File: config.mk
export PLATFORM = sky130hd
export DESIGN_NAME = vga_timing_gen
export DESIGN_NICKNAME = d
export VERILOG_FILES = /design/src/rtl/vga_timing_gen.sv
export SDC_FILE = /design/constraint.sdc
export NUM_CORES = 1
export LEC_CHECK = 0
export CAP_MARGIN = 20
export CORE_ASPECT_RATIO = 1.1
export CORE_MARGIN = 5
export CORE_UTILIZATION = 54
export CTS_BUF_LIST = sky130_fd_sc_hd__clkbuf_16
export CTS_CLUSTER_SIZE = 25
export DETAILED_ROUTE_END_ITERATION = 10
export GPL_TIMING_DRIVEN = 0
export PLACE_DENSITY = 0.84
export SYNTH_ARGS = -nofsm -noshare
export SYNTH_HDL_FRONTEND = slang
export SYNTH_SLANG_ARGS = --single-unit
export TNS_END_PERCENT = 30
File: constraint.sdc
create_clock -name i_clock -period 3.7 [get_ports i_clock]
set_clock_uncertainty 0.2 [all_clocks]
set_input_delay 0.555 -clock i_clock [delete_from_list [all_inputs] [get_ports i_clock]]
set_output_delay 0.555 -clock i_clock [all_outputs]
set_load 0.005 [all_outputs]
File: src/rtl/vga_timing_gen.sv
// Raster timing generator: pixel divider, x/y raster counters, and registered
// sync / active-video / line-start / frame-start strobes aligned with o_x/o_y.
module vga_timing_gen #(
  parameter int unsigned H_VISIBLE = 640,
  parameter int unsigned H_FRONT   = 16,
  parameter int unsigned H_SYNC    = 96,
  parameter int unsigned H_BACK    = 48,
  parameter int unsigned V_VISIBLE = 480,
  parameter int unsigned V_FRONT   = 10,
  parameter int unsigned V_SYNC    = 2,
  parameter int unsigned V_BACK    = 33,
  parameter int unsigned CLK_DIV   = 1,
  parameter int unsigned SYNC_POL  = 0
) (
  input  logic       i_clock,
  input  logic       i_reset,
  output logic       o_pix_en,
  output logic [9:0] o_x,
  output logic [9:0] o_y,
  output logic       o_hsync,
  output logic       o_vsync,
  output logic       o_active,
  output logic       o_line_start,
  output logic       o_frame_start
);

  localparam int unsigned H_TOTAL = H_VISIBLE + H_FRONT + H_SYNC + H_BACK;
  localparam int unsigned V_TOTAL = V_VISIBLE + V_FRONT + V_SYNC + V_BACK;

  localparam logic [9:0] H_LAST   = 10'(H_TOTAL - 1);
  localparam logic [9:0] V_LAST   = 10'(V_TOTAL - 1);
  localparam logic [9:0] H_VIS    = 10'(H_VISIBLE);
  localparam logic [9:0] V_VIS    = 10'(V_VISIBLE);
  localparam logic [9:0] HS_FIRST = 10'(H_VISIBLE + H_FRONT);
  localparam logic [9:0] HS_LAST  = 10'(H_VISIBLE + H_FRONT + H_SYNC - 1);
  localparam logic [9:0] VS_FIRST = 10'(V_VISIBLE + V_FRONT);
  localparam logic [9:0] VS_LAST  = 10'(V_VISIBLE + V_FRONT + V_SYNC - 1);

  localparam int unsigned DIV_W    = (CLK_DIV > 1) ? $clog2(CLK_DIV) : 1;
  localparam logic [DIV_W-1:0] DIV_LAST = DIV_W'(CLK_DIV - 1);

  localparam logic SYNC_ON = (SYNC_POL != 0);

  logic [DIV_W-1:0] div_q, div_d;
  logic             pix_en_q, pix_en_d;
  logic [9:0]       x_q, x_d;
  logic [9:0]       y_q, y_d;
  logic             hsync_q, hsync_d;
  logic             vsync_q, vsync_d;
  logic             active_q, active_d;
  logic             line_start_q, line_start_d;
  logic             frame_start_q, frame_start_d;

  // Next-state: divider, raster advance on the registered strobe, and strobe
  // decode from the next coordinates so strobes line up with o_x/o_y.
  always_comb begin
    div_d         = (div_q == DIV_LAST) ? '0 : div_q + DIV_W'(1);
    pix_en_d      = (div_d == DIV_LAST);
    x_d           = x_q;
    y_d           = y_q;
    line_start_d  = 1'b0;
    frame_start_d = 1'b0;

    if (pix_en_q) begin
      if (x_q == H_LAST) begin
        x_d          = '0;
        line_start_d = 1'b1;
        if (y_q == V_LAST) begin
          y_d           = '0;
          frame_start_d = 1'b1;
        end else begin
          y_d = y_q + 10'd1;
        end
      end else begin
        x_d = x_q + 10'd1;
      end
    end

    hsync_d  = ((x_d >= HS_FIRST) && (x_d <= HS_LAST)) ? SYNC_ON : ~SYNC_ON;
    vsync_d  = ((y_d >= VS_FIRST) && (y_d <= VS_LAST)) ? SYNC_ON : ~SYNC_ON;
    active_d = (x_d < H_VIS) && (y_d < V_VIS);
  end

  // State and output registers with synchronous reset.
  always_ff @(posedge i_clock) begin
    if (i_reset) begin
      div_q         <= '0;
      pix_en_q      <= 1'b0;
      x_q           <= '0;
      y_q           <= '0;
      hsync_q       <= ~SYNC_ON;
      vsync_q       <= ~SYNC_ON;
      active_q      <= 1'b1;
      line_start_q  <= 1'b0;
      frame_start_q <= 1'b0;
    end else begin
      div_q         <= div_d;
      pix_en_q      <= pix_en_d;
      x_q           <= x_d;
      y_q           <= y_d;
      hsync_q       <= hsync_d;
      vsync_q       <= vsync_d;
      active_q      <= active_d;
      line_start_q  <= line_start_d;
      frame_start_q <= frame_start_d;
    end
  end

  assign o_pix_en      = pix_en_q;
  assign o_x           = x_q;
  assign o_y           = y_q;
  assign o_hsync       = hsync_q;
  assign o_vsync       = vsync_q;
  assign o_active      = active_q;
  assign o_line_start  = line_start_q;
  assign o_frame_start = frame_start_q;

endmodule

==> results.toml <==
[clock_network]
cts.path.max_buffers = 2
cts_made_buffers = 3
cts_tree = "built"
path_clk_slew_ps = 70
cts-resized-gates = 0
cts-root-buf = "clkbuf_16"
hold_buffers = 0
numClockSinks = 26
cts-htree-levels = 1
clock_latency_ps = 260
cts_setup_buffers = 0

[setup_path]
path_cells = "ha_1 > nand3_1 > nor4_2 > nand4_1 > a221oi_1 > nand4_1"
crit_fanout = 10
r2r_cells = 6
cpLargestDelayFamily = "simple AND/OR/NAND/NOR gates"
crit_top_cell = "nand4_1"
worstSetupPathType = "reg -> reg"
crit_slowest_cell = "nor4_2"
startpoint = "o_x[0]"
crit_path_end_kind = "flip-flop"
r2r_slack_ps = 810
rr_endpoint = "o_vsync"
critical_path_required_ps = 3630
worstPathBufferInverterCount = 0
critPathLaunchType = "flip-flop"
critPathMaxStageDelay_ps = 910
r2r_start = "o_x[0]"
crit_arrival_ps = 2820

[synth]
synth_cell_types = 44
syn-num-nets = 180
synth_xor_area_share_pct = 6.90
synth_compound_area_share_pct = 15.1
yosysSeqAreaShare_pct = 37.3
yosysTopAreaCell = "dfxtp_1"
ys_ff_latch = 26
synthTopCellsByCount = "dfxtp_1 (26), nor2_1 (24), nand2_1 (15)"
synth_edf_count = 0
ys.flop_type = "dfxtp_1"
yosys.area_share.simple_pct = 32.2
synth-async-reset-ratio_pct = 0
yosys_warnings = 0
synth_top_family_by_area = "simple AND/OR/NAND/NOR gates"
synthAdderAreaFrac_pct = 2.69
synth_mux_area_share_pct = 0.717
synth_area_leaders = "dfxtp_1 (37%), nor2_1 (6.5%), nand4_1 (4.5%), xor2_1 (4.4%), nand2_1 (4.0%)"
yosysTopAreaCellShare_pct = 37.3
synthesis.area_um2 = 1400
synth_most_common_cell = "dfxtp_1"
syn_area_per_cell_um2 = 7.98
synthCells = 175

[sta]
hold_violations = 0
finalSetupViolations = 0
maxSlewHeadroom_pct = 36.2
rsz0062_at_grt = "no"
finalCriticalPeriod_ps = 2890
timing.final.crit_share_pct = 78.2
slew_violations = 0
setup_tns_ps = 0
fin_hold_ws_ps = 332
clock.fmax_mhz = 346
tightest_slew_ps = 949

[grt]
grt_pass1_vias = 1333
grt_max_degree = 15
grt_pass1_wl_mm = 5.91
grt-ovfl-total = 0
track_usage_pct = 20.2
antenna_found_initial = 0

[cells_and_area]
postLayoutCellArea_um2 = 1770
post_route_cells_drive_above_1_share_pct = 6.83
fill_cells = 209
syn_to_final_growth_pct = 27.1
n_antenna_cell = 0
fin_nets = 211

[worst_hold_path]
hold_depth = 2
hold_path.startpoint = "o_x[0]"
min_path_type = "reg -> reg"
hold_end = "o_x[0]"

[detailed_routing]
vias_per_cell = 5.94
antenna_left = 0
drt_iter0_drc = 28
wl_per_cell_um = 14.9
num_vias = 1403
drcViolationCount = 0
dr.pass1.iters = 4
wl_mm = 3.51

[floorplan]
rows = 19
initial_core_util_pct = 55.9
fp.dieH_um = 63.3
core_um2 = 2500
dieWidth_um = 58.5
dieArea_um2 = 3700
num_io_pins = 28

[place]
port_buffers = 26
place_hpwl_mm = 2.64
place_congestion = 0.898
dpl_cell_area_um2 = 1700

[power]
power.density_nw_per_um2 = 310
peakVddDrop_mv = 0.259
p_leak_nw = 0.593
p_total_uw = 550

[status]
status = "finished clean"

[flow_run]
cap_violations = 0
metal layers:
| layer | vias to the layer above | part of all wire, % | GRT usage (%) |
|---|---|---|---|
| met2 | 52 | 52 | 34.2 |
| li1 | 683 | - | - |
| met5 | - | 0 | 0 |
| met4 | 0 | 3.0 | 11.3 |
| met1 | 657 | 40 | 23.3 |
| met3 | 11 | 5.4 | 3.67 |
cells in the final DEF (no fill, tap or decap), types with 3 or more instances in the layout:
cell type,count
a21oi_1,9
and3_1,3
clkbuf_1,7
clkbuf_16,3
clkdlybuf4s50_1,26
dfxtp_1,26
ha_1,3
inv_1,6
nand2_1,15
nand3_1,8
nand4_1,10
nor2_1,24
nor3_1,6
nor4_1,4
o21ai_0,8
or3_1,4
xnor2_1,4
xor2_1,7
area by class of cell:
type | count | area [um2] | area share, %
Multi-Input combinational cell | 132 | 803 | 45.3
Sequential cell | 26 | 520 | 29.3
Timing Repair Buffer | 26 | 260 | 14.7
Clock buffer | 3 | 75.1 | 4.23
Buffer | 10 | 46.3 | 2.61
Tap cell | 31 | 38.8 | 2.19
Inverter | 7 | 26.3 | 1.48
Clock inverter | 1 | 3.75 | 0.212
how the worst max path moves through the flow:
stage | to | slack [ps] | cells past startpoint
floorplan | o_vsync | 1300 | 7
global placement | o_vsync | 910 | 6
detailed placement | o_vsync | 910 | 6
CTS | o_vsync | 860 | 6
global route | o_vsync | 580 | 6
finish | o_vsync | 810 | 6
worst reg2reg max path, stage by stage, from the launching register on:
cell and delay (ps):
dfxtp_1 400, ha_1 270, nand3_1 260, nor4_2 910, nand4_1 180, a221oi_1 410, nand4_1 140
through the flow:
step                      cells  setup WS, ps  util (%)
after floorplan             175          1300         -
after global placement      232           910      67.9
after detailed placement    232           908      67.9
after CTS                   236           858      71.1
after global routing        236           583      71.1
final                       236           808      71.1
flip-flops by register name, summed over array words and instances, names as in the netlist:
| register | flops |
|---|---|
| o_x | 10 |
| o_line_start | 1 |
| o_active | 1 |
| o_y | 10 |
| o_pix_en | 1 |
| o_hsync | 1 |
| o_vsync | 1 |
| o_frame_start | 1 |
cell families (layout without fill, tap and decap cells):
group / count (synthesis) / after routing
flip-flops: 26 / 26
adder cells (fa/ha/maj): 3 / 3
buffers and inverters: 17 / 47
XOR/XNOR: 11 / 11
AND/OR/NAND/NOR: 86 / 86
multiplexers: 1 / 1
AO/OA/AOI/OAI: 31 / 31
where the power goes:
part | internal (mW) | leakage, nW | switching, mW | total, mW
Clock | 0.145 | 0.0385 | 0.0934 | 0.238
Combinational | 0.0116 | 0.344 | 0.0145 | 0.0261
Sequential | 0.283 | 0.210 | 0.00291 | 0.286
No activity file was read; power rests on OpenSTA's default activity.
